[config.mk]
export PLATFORM = sky130hd
export DESIGN_NAME = ocram_port_arbiter
export DESIGN_NICKNAME = d
export VERILOG_FILES = /design/src/rtl/ocram_arb_pkg.sv /design/src/rtl/ocram_rr_pick.sv /design/src/rtl/ocram_port_arbiter.sv
export SDC_FILE = /design/constraint.sdc
export NUM_CORES = 1
export LEC_CHECK = 0
export CAP_MARGIN = 10
export CORE_AREA = 2 2 82 84
export DETAILED_ROUTE_END_ITERATION = 10
export DIE_AREA = 0 0 84 86
export GPL_TIMING_DRIVEN = 0
export PLACE_DENSITY = 0.75
export RECOVER_POWER = 100
export SLEW_MARGIN = 10
export SYNTH_ARGS = -nofsm -noshare
export SYNTH_HDL_FRONTEND = slang
export SYNTH_SLANG_ARGS = --single-unit
[constraint.sdc]
create_clock -name clk -period 3.9 [get_ports clk]
set_input_delay 0.78 -clock clk [delete_from_list [all_inputs] [get_ports clk]]
set_output_delay 0.78 -clock clk [all_outputs]
set_load 0.02 [all_outputs]
[src/rtl/ocram_arb_pkg.sv]
// Shared types and default widths for the on-chip RAM port arbiter.
package ocram_arb_pkg;

  localparam int unsigned DEF_ADDR_W = 10;
  localparam int unsigned DEF_DATA_W = 32;
  localparam int unsigned DEF_BE_W   = DEF_DATA_W / 8;

  // Requester identity; also used as the read-return tag.
  typedef enum logic {
    PORT_A = 1'b0,
    PORT_B = 1'b1
  } port_e;

  // Quiesce handshake states.
  typedef enum logic [1:0] {
    RUN   = 2'd0,
    DRAIN = 2'd1,
    HELD  = 2'd2
  } state_e;

endpackage

[src/rtl/ocram_rr_pick.sv]
// Two-way chooser: round-robin on conflict, or fixed priority to port B when prio is set.
module ocram_rr_pick
  import ocram_arb_pkg::*;
(
  input  logic  req_a,
  input  logic  req_b,
  input  port_e rr_last,
  input  logic  prio,
  output logic  grant_a,
  output logic  grant_b
);

  // A lone requester always wins; on conflict the port that did not win last time goes.
  always_comb begin
    grant_a = 1'b0;
    grant_b = 1'b0;
    if (req_a && req_b) begin
      if (prio || (rr_last == PORT_A)) begin
        grant_b = 1'b1;
      end else begin
        grant_a = 1'b1;
      end
    end else begin
      grant_a = req_a;
      grant_b = req_b;
    end
  end

endmodule

[src/rtl/ocram_port_arbiter.sv]
// Shares one single-port RAM between a read-only port A and a read/write port B.
// One access per cycle, reads tagged for return, reset_req quiesce handshake.
module ocram_port_arbiter
  import ocram_arb_pkg::*;
#(
  parameter int unsigned ADDR_W     = DEF_ADDR_W,
  parameter int unsigned DATA_W     = DEF_DATA_W,
  parameter int unsigned BE_W       = DEF_BE_W,
  parameter bit          B_PRIORITY = 1'b0
) (
  input  logic              clk,
  input  logic              reset,
  input  logic              reset_req,
  output logic              quiesced,
  input  logic [ADDR_W-1:0] a_address,
  input  logic              a_read,
  output logic              a_waitrequest,
  output logic [DATA_W-1:0] a_readdata,
  output logic              a_readdatavalid,
  input  logic [ADDR_W-1:0] b_address,
  input  logic              b_read,
  input  logic              b_write,
  input  logic [DATA_W-1:0] b_writedata,
  input  logic [BE_W-1:0]   b_byteenable,
  output logic              b_waitrequest,
  output logic [DATA_W-1:0] b_readdata,
  output logic              b_readdatavalid,
  output logic [ADDR_W-1:0] mem_address,
  output logic              mem_chipselect,
  output logic              mem_write,
  output logic [DATA_W-1:0] mem_writedata,
  output logic [BE_W-1:0]   mem_byteenable,
  output logic              mem_clken,
  input  logic [DATA_W-1:0] mem_readdata
);

  state_e state_q, state_d;
  port_e  rr_last_q, rr_last_d;
  port_e  rd_tag_q, rd_tag_d;
  logic   rd_pend_q, rd_pend_d;

  logic grant_en;
  logic req_a, req_b;
  logic grant_a, grant_b;
  logic b_rd_grant;

  // Requests are only eligible while running and out of reset.
  always_comb begin
    grant_en = ~reset & (state_q == RUN);
    req_a    = a_read & grant_en;
    req_b    = (b_read | b_write) & grant_en;
  end

  ocram_rr_pick u_pick (
    .req_a   (req_a),
    .req_b   (req_b),
    .rr_last (rr_last_q),
    .prio    (B_PRIORITY),
    .grant_a (grant_a),
    .grant_b (grant_b)
  );

  // Next-state for round-robin pointer, read tracking and quiesce FSM.
  always_comb begin
    rr_last_d  = rr_last_q;
    rd_tag_d   = rd_tag_q;
    state_d    = state_q;
    // b_read with b_write is treated as a write, so it returns nothing.
    b_rd_grant = grant_b & ~b_write;
    rd_pend_d  = grant_a | b_rd_grant;

    if (req_a && req_b) begin
      rr_last_d = grant_a ? PORT_A : PORT_B;
    end

    if (grant_a) begin
      rd_tag_d = PORT_A;
    end else if (b_rd_grant) begin
      rd_tag_d = PORT_B;
    end

    unique case (state_q)
      RUN: begin
        if (reset_req) state_d = DRAIN;
      end
      // No grants here, so the in-flight read always retires in this cycle.
      DRAIN: begin
        if (!rd_pend_d) state_d = reset_req ? HELD : RUN;
      end
      HELD: begin
        if (!reset_req) state_d = RUN;
      end
      default: state_d = RUN;
    endcase
  end

  // State registers; reset drops any pending read without replay.
  always_ff @(posedge clk or posedge reset) begin
    if (reset) begin
      state_q   <= RUN;
      rr_last_q <= PORT_B;
      rd_tag_q  <= PORT_A;
      rd_pend_q <= 1'b0;
    end else begin
      state_q   <= state_d;
      rr_last_q <= rr_last_d;
      rd_tag_q  <= rd_tag_d;
      rd_pend_q <= rd_pend_d;
    end
  end

  // Port handshakes, read return and RAM-side mux.
  always_comb begin
    a_waitrequest   = ~grant_a;
    b_waitrequest   = ~grant_b;
    a_readdatavalid = rd_pend_q & (rd_tag_q == PORT_A);
    b_readdatavalid = rd_pend_q & (rd_tag_q == PORT_B);
    a_readdata      = mem_readdata;
    b_readdata      = mem_readdata;

    mem_chipselect  = grant_a | grant_b;
    mem_write       = grant_b & b_write;
    mem_address     = grant_b ? b_address : a_address;
    mem_writedata   = b_writedata;
    mem_byteenable  = (grant_b && b_write) ? b_byteenable : {BE_W{1'b1}};
    mem_clken       = (state_q != HELD);
    quiesced        = ~reset & ~mem_chipselect & ~rd_pend_q;
  end

  // Simultaneous read and write on port B is a master bug.
  a_b_rw_exclusive : assert property (@(posedge clk) disable iff (reset) !(b_read && b_write));

endmodule
## Word level (Yosys, flattened, before mapping)

Index checks and enable logic that the tools add are counted.

- Bits in registers: 5
- Word-level logic and storage cells: 48
- Output and inout bits: 118
- Bits in latches: 0
- Input port bits: 94
- Bits in writable memories: 0
- Memories: 0
- Bits in read-only memories: 0

- Bitwise logic cells: 19
- Equal/unequal tests: 6
- Multiply operators: 0
- Div/mod/pow operators: 0
- Multiplexer cells: 14
- $add $sub $neg: 0
- Shift-type cells: 0
- Order comparisons: 0
- Reduce and logical (&&, ||, !) cells: 5

Operator list:

| operator | count |
|---|---|
| 10-bit two-way mux | 1 |
| 1-bit AND | 9 |
| 2-bit two-way mux | 4 |
| 2-bit inequality test, second input constant | 4 |
| 1-bit two-way mux | 7 |
| 1-bit NOT | 7 |
| 2-bit case mux with 3 select lines | 1 |
| 4-bit two-way mux | 1 |
| 1-bit bitwise OR | 3 |
| 3-bit AND reduction | 1 |
| 2-bit by 1-bit equality test with 1-bit output, second input constant | 1 |
| 2-bit equality test, second input constant | 1 |
| 1-bit logical AND | 2 |
| 2-bit logical NOT | 1 |
| 2-bit nonzero test | 1 |

## Depth between registers and ports, before layout

- Word-level depth: 9
- Mapped depth: 4
- Mapped depth without buffers: 3

## Modules after synthesis

From an unflattened synthesis, not the netlist that was laid out.

- Cells, all modules: 145
- Area total of the unflattened synthesis: 1174.9 sq um

By module, submodules not included:

| module | seq. area each (sq um) | area each (sq um) | cells an instance | instances |
|---|---|---|---|---|
| ocram_port_arbiter | 126.4 | 1144.8 | 141 | 1 |
| ocram_rr_pick | 0.0 | 30.0 | 4 | 1 |

## Worst setup path before layout

OpenSTA, ideal clock, no wires.

- Kind: input-to-output
- From: in a_read
- To: out quiesced
- Path buffers: 0
- Required time: 3.120 ns
- Arrival time: 1.640 ns
- Cell stages on the path: 2
- Path slack: 1.480 ns
- Cell sequence: o31a_1 > nor3_1

- Longest elaborated chain between the ends: 7
- Elaborated cells on any way between the ends: 8
- Those cells by class: 2 x mux; 5 x bitwise; 1 x reduce/logical

Ends and longest elaborated chain:

| what | line | source |
|---|---|---|
| start: declaration | ocram_port_arbiter.sv:16 | `input logic a_read,` |
| 1-bit AND (*) | ocram_port_arbiter.sv:50 | `req_a = a_read & grant_en;` |
| 1-bit logical AND | ocram_rr_pick.sv:17 | `if (req_a && req_b) begin` |
| 1-bit two-way mux | ocram_rr_pick.sv:17 |  |
| 1-bit bitwise OR (*) | ocram_port_arbiter.sv:121 | `mem_chipselect = grant_a \| grant_b;` |
| 1-bit NOT (*) | ocram_port_arbiter.sv:127 | `quiesced = ~reset & ~mem_chipselect & ~rd_pend_q;` |
| 1-bit AND (*) (2 in a row) | ocram_port_arbiter.sv:127 |  |
| end: declaration | ocram_port_arbiter.sv:14 | `output logic quiesced,` |

Every way passes the cells marked *; elsewhere a longest branch is shown, timed or not.

## Final worst setup path

- From: in reset
- To: out mem_address[5]

- Longest elaborated chain between the ends: 6
- Elaborated cells on any way between the ends: 7
- Those cells by class: 2 x mux; 4 x bitwise; 1 x reduce/logical

Ends and longest elaborated chain:

| what | line | source |
|---|---|---|
| start: declaration | ocram_port_arbiter.sv:12 | `input logic reset,` |
| 1-bit NOT (*) | ocram_port_arbiter.sv:49 | `grant_en = ~reset & (state_q == RUN);` |
| 1-bit AND (*) | ocram_port_arbiter.sv:49 |  |
| 1-bit AND (on tied branches) | ocram_port_arbiter.sv:50, ocram_port_arbiter.sv:51 |  |
| 1-bit logical AND | ocram_rr_pick.sv:17 |  |
| 1-bit two-way mux (*) | ocram_rr_pick.sv:17 |  |
| 10-bit two-way mux (*) | ocram_port_arbiter.sv:123 | `mem_address = grant_b ? b_address : a_address;` |
| end: declaration | ocram_port_arbiter.sv:28 | `output logic [ADDR_W-1:0] mem_address,` |

Marked as above.

==> impl_metrics.py <==
metrics = {
    "routing": {
        "num_vias": 1357,
        "wl_per_cell_um": 10.9,
        "wl_um": 4010,
        "drtIter0Drc": 8,
        "avgViaCountPerCell": 3.69,
        "firstDrtPassIters": 4,
        "ant_nets": 0,
        "drc_errors": 0,
    },
    "sta": {
        "hold_viol": 0,
        "setup_viol": 0,
        "tightest_slew_ns": 0.283,
        "period_share": 0.924,
        "rsz0062_at_grt": "no",
        "setup_tns_ns": 0,
        "max_freq_mhz": 277,
        "hold_ws_ns": 0.506,
        "slew_viol_final": 0,
        "fin_crit_ns": 3.60,
        "fin_skew_ns": 0.00185,
        "relSlewSlack": 0.811,
        "setup_ws_ns": 0.296,
    },
    "clock_tree": {
        "post_cts_buffers": 0,
        "cts_tree": "built",
        "clock-root-buffer": "clkbuf_8",
        "clock_sinks": 5,
        "clock_latency_ns": 0.22,
        "cts-buffers-inserted": 3,
        "holdBufCountCts": 0,
        "h-tree-depth": 1,
        "path_clk_slew_ns": 0.04,
        "cts.repair.resized": 0,
        "clockBufferDepth": 2,
    },
    "synth": {
        "syn-cell-area_um2": 1190,
        "seq_area_frac_synth": 0.106,
        "synth_cell_types": 27,
        "synth_cells": 140,
        "yosys_warnings": 0,
        "avgSynthCellArea_um2": 8.50,
        "ys_seq_elements": 5,
        "syn_nets": 234,
    },
    "floorplan": {
        "die-area_um2": 7220,
        "die-width_um": 84,
        "pin_count": 212,
        "rows": 29,
        "start_util": 0.190,
        "fp.dieH_um": 86,
        "core_um2": 6280,
    },
    "setup_path": {
        "cp_max_fo": 10,
        "critPathLaunchType": "input port",
        "critPathKind": "input port to primary output",
        "arrival_ns": 2.82,
        "crit_path_end_kind": "primary output",
        "crit_required_ns": 3.12,
        "r2r_cells": 3,
    },
    "final_layout": {
        "antennaDiodeCount": 0,
        "area_delta_synth_final_pct": 136,
        "nets": 386,
        "final_layout_size_suffix_gt1_frac": 0.402,
        "stdcell_count": 368,
    },
    "status": {
        "status": "complete, no violations",
    },
    "min_path": {
        "worstHoldPathType": "register to register",
        "worstHoldPathCells": 1,
    },
    "pwr": {
        "vdd_drop_max_mv": 0.171,
        "p_leak_nw": 1.32,
        "total_power_mw": 0.574,
        "powerDensity_nw_per_um2": 205,
    },
    "placement": {
        "gp_congestion": 0.722,
        "place_ws_ns": 0.383,
        "dp_cells": 364,
        "io_buffers": 147,
        "post-dp-hpwl_um": 3830,
    },
    "global_routing": {
        "antenna_found_initial": 0,
        "gr-total-overflow": 0,
        "grt_use_total": 0.0999,
        "grt_pass1_wl_um": 6090,
        "first_global_vias": 1399,
        "grt_max_degree": 11,
    },
    "flow_run": {
        "maxCapViolCount": 0,
    },
}
[cells in the mapped netlist]
library cell	n	share of area
nand3_1	1	0.0042
and3_1	1	0.0053
o211ai_1	1	0.0063
buf_4	96	0.61
o21ai_0	1	0.0042
nand3b_2	1	0.0095
mux2_2	1	0.0095
nor2b_1	1	0.0053
nand2b_1	1	0.0053
inv_1	3	0.0095
o21a_1	1	0.0063
and2_1	1	0.0053
xnor2_1	1	0.0074
nor3b_1	1	0.0063
a21boi_0	2	0.013
nor3_1	1	0.0042
buf_6	1	0.0095
nor2_1	1	0.0032
nor3_4	1	0.014
mux2_4	9	0.11
or2b_1	1	0.0063
or2_2	4	0.021
dfstp_2	1	0.022
dfrtp_1	4	0.084
nand2_1	2	0.0063
o31a_1	1	0.0074
nand3b_1	1	0.0063
[routing by layer]
layer  GRT usage  up-vias  wire length [um]
li1            -      646                 -
met1      0.0955      583              1240
met2       0.208      126              2210
met3      0.0346        2               553
met4      0.0132        0                 4
met5           0        -                 0
[flip-flops by register name, summed over array words and instances, names as in the netlist]
| name | flops |
|---|---|
| rr_last_q | 1 |
| rd_pend_q | 1 |
| state_q | 2 |
| rd_tag_q | 1 |
[per-stage QoR]
stage | area, um2 | utilization
final | 2800 | 0.446
after global routing | 2800 | 0.446
after CTS | 2800 | 0.446
after detailed placement | 2760 | 0.439
after global placement | 2760 | 0.439
after floorplan | 1190 | -
[power by group]
| part | leakage, nW | internal [mW] | switching, mW | total (mW) |
|---|---|---|---|---|
| Sequential | 0.0618 | 0.0697 | 0.0138 | 0.0835 |
| Clock | 0.0228 | 0.0701 | 0.0248 | 0.0949 |
| Combinational | 1.24 | 0.227 | 0.168 | 0.395 |
[cell families after synthesis]
family / count (synthesis) / synth area share
buffers and inverters: 100 / 0.625
xor gates and xnor gates: 1 / 0.00736
and+or+nand+nor: 18 / 0.102
DFF: 5 / 0.106
muxes: 10 / 0.123
AOI/OAI and AO/OA: 6 / 0.0368
[path summary, 6_finish.rpt]
path | slack (ns) | end | start
worst max-delay path | 0.30 | mem_address[5] | reset
worst min-delay path | 0.51 | rr_last_q | rr_last_q
worst max register to register | 2.74 | rd_tag_q | state_q[1]
min in group asynchronous | 1.00 | rd_tag_q | reset
worst min register to register | 0.51 | rr_last_q | rr_last_q
max in group asynchronous | 2.66 | rr_last_q | reset
[cell type report]
class / count / area [um2]
timing repair buffer: 147 / 1470
buffer: 97 / 732
fill: 620 / 3470
clock buffer: 4 / 45.0
inverter: 3 / 11.3
multi-input combinational: 35 / 320
tap: 77 / 96.3
sequential: 5 / 126
[worst max-delay path, cell delays in order]
cell,delay (ns)
dlygate4sd3_1,0.60
nor3_4,0.25
nand3b_2,0.16
buf_6,0.18
mux2_4,0.31
clkdlybuf4s50_1,0.53
[cells in the final DEF (no fill, tap or decap), types with 2 or more instances in the layout]
master,netlist,routed
inv_1,3,3
clkbuf_8,0,3
a21boi_0,2,2
buf_4,96,96
clkdlybuf4s50_1,0,40
or2_2,4,4
mux2_4,9,9
nand2_1,2,2
dlygate4sd3_1,0,107
dfrtp_1,4,4
(Power assumes the default switching activity.)
==> RTL change: new RTL, same flow settings <==
Re-encode `state_e` (3 states) as one-hot, 3 bits wide.
--- a/src/rtl/ocram_arb_pkg.sv
+++ b/src/rtl/ocram_arb_pkg.sv
@@ -12,10 +12,10 @@
   } port_e;
 
   // Quiesce handshake states.
-  typedef enum logic [1:0] {
-    RUN   = 2'd0,
-    DRAIN = 2'd1,
-    HELD  = 2'd2
+  typedef enum logic [2:0] {
+    RUN   = 3'b001,
+    DRAIN = 3'b010,
+    HELD  = 3'b100
   } state_e;
 
 endpackage
Function: no difference found for any inputs over 10 cycles, from zero or initial values and one cycle with reset high; not proved beyond that.
==> RTL change against the unedited design <==
Worst setup slack worse by 0.068 ns. Count of clock-buffer cells in the layout fell by 1. Non-clock buffer count did not move. Cell area up 2.5%. Area after synthesis grew 6.3%. Routed wire length rose by 2.1%. Hold slack improved by 0.0064 ns. Register-to-register slack worse by 0.40 ns. Sequential cell count rose by 1. Power rose by 21%.
==> RTL change: results (changes against the unedited design) <==
| Metric | Value |
|---|---|
| Status | `finished clean` |
| Gpl congestion | `0.788 (+9.2%)` |
| Worst slew margin | `0.686 (-0.125)` |
| Fin Hold WS | `0.512 ns (+0.00635 ns)` |
| Met3 usage | `0.0491 (+0.0144)` |
| Top cells by area, synth | `buf_4 57%, mux2_4 11%, dfrtp_1 7.9%, dfstp_2 4.2%, xnor2_1 2.1%` |
| Primary FF master, synth | `dfrtp_1` |
| Static leakage | `1.35 nW (+2.6%)` |
| Comb pwr share | `0.705 (+0.016)` |
| Mux share of post-synthesis cell area | `0.116 (-0.00730)` |
| Proportion of layout cells with a drive suffix above 1 | `0.395 (-0.00741)` |
| CP max FO | `10 (unchanged)` |
| Worst r2r src | `state_q[0]$_DFFE_PP1P_` |
| CTS clk-pin slew, worst paths | `0.03 ns` |
| Worst setup path end | `mem_address[4]` |
| Clk buf depth | `2 (unchanged)` |
| Number of flip-flops in the largest register | `3 (+1)` |
| Dpl ws | `0.196 ns (-0.187 ns)` |
| Switching power | `0.000262 W (+26%)` |
| Synth Net Count | `243 (+3.8%)` |
| Sequential area share after synthesis | `0.121 (+0.0145)` |
| Synthesized instance count | `149 (+6.4%)` |
| Worst vdd ir | `0.137 mV (-20%)` |
| Setup bufs post-CTS | `0 (unchanged)` |
| Nets | `395 (+2.3%)` |
| Met2 usage | `0.207 (-0.000727)` |
| Xor/xnor share of the synthesized area | `0.0208 (+0.0134)` |
| Worst reg-to-reg setup slack | `2.34 ns (-0.40 ns)` |
| Global-route wire length before repair | `6180 µm (+1.5%)` |
| GR Util met1 | `0.100 (+0.00489)` |
| Hold crit path type | `reg -> reg` |
| Overall Global Routing Usage | `0.103 (+0.00332)` |
| Vias per cell | `3.77 (+2.3%)` |
| Final Non-Filler Cells | `376 (+2.2%)` |
| Post-Place Cell Area | `2830 µm² (+2.7%)` |
| Worst hold start | `rr_last_q$_DFFE_PP1P_` |
| CP Data Arrival Time | `2.89 ns (+0.07 ns)` |
| Clock Skew | `0.00134 ns (-0.000504 ns)` |
| HPWL Detailed | `3830 µm (+0.14%)` |
| Synth cell count leaders | `96 x buf_4, 9 x mux2_4, 5 x nor2_1` |
| Vias in the first global route | `1420 (+1.5%)` |
| Period minus WS final | `3.67 ns (+0.0677 ns)` |
| Placed cells | `373 (+2.5%)` |
| Netlist cell types | `26 (-3.7%)` |
| P_int | `0.000434 W (+18%)` |
| Compound-Gate Fraction of Synth Area | `0.0247 (-0.0121)` |
| Clock-net power | `0.0000896 W (-5.6%)` |
| Crit Reg-Reg Endpoint | `rd_tag_q$_DFFE_PP0P_` |
| DRT Wirelength | `4100 µm (+2.1%)` |
-- RTL change: changes by cell type in the layout (fill, tap and decap cells not counted), moves of 2 or more --
cell      change
and2_1        +2
nor2_1        +4
a21boi_0      -2
xnor2_1       +2
-- RTL change: critical path: stages --
cell and delay (ns):
clkdlybuf4s50_1 0.48, nor4b_4 0.46, nand3b_2 0.16, buf_6 0.18, mux2_4 0.30, clkdlybuf4s50_1 0.53
-- RTL change: area by class of cell --
cell class / count / area (µm²)
Tap cell: 77 / 96.3
Sequential cell: 6 / 153
Buffer: 97 / 732
Clock buffer: 3 / 41.3
Fill cell: 594 / 3400
Multi-Input combinational cell: 42 / 365
Inverter: 4 / 15.0
Timing Repair Buffer: 147 / 1470
-- RTL change: routing by layer --
layer / routed length (µm) / part of all wire
met5: 0 / 0
met4: 5 / 0.0012
met3: 528 / 0.13
met2: 2230 / 0.55
met1: 1330 / 0.32
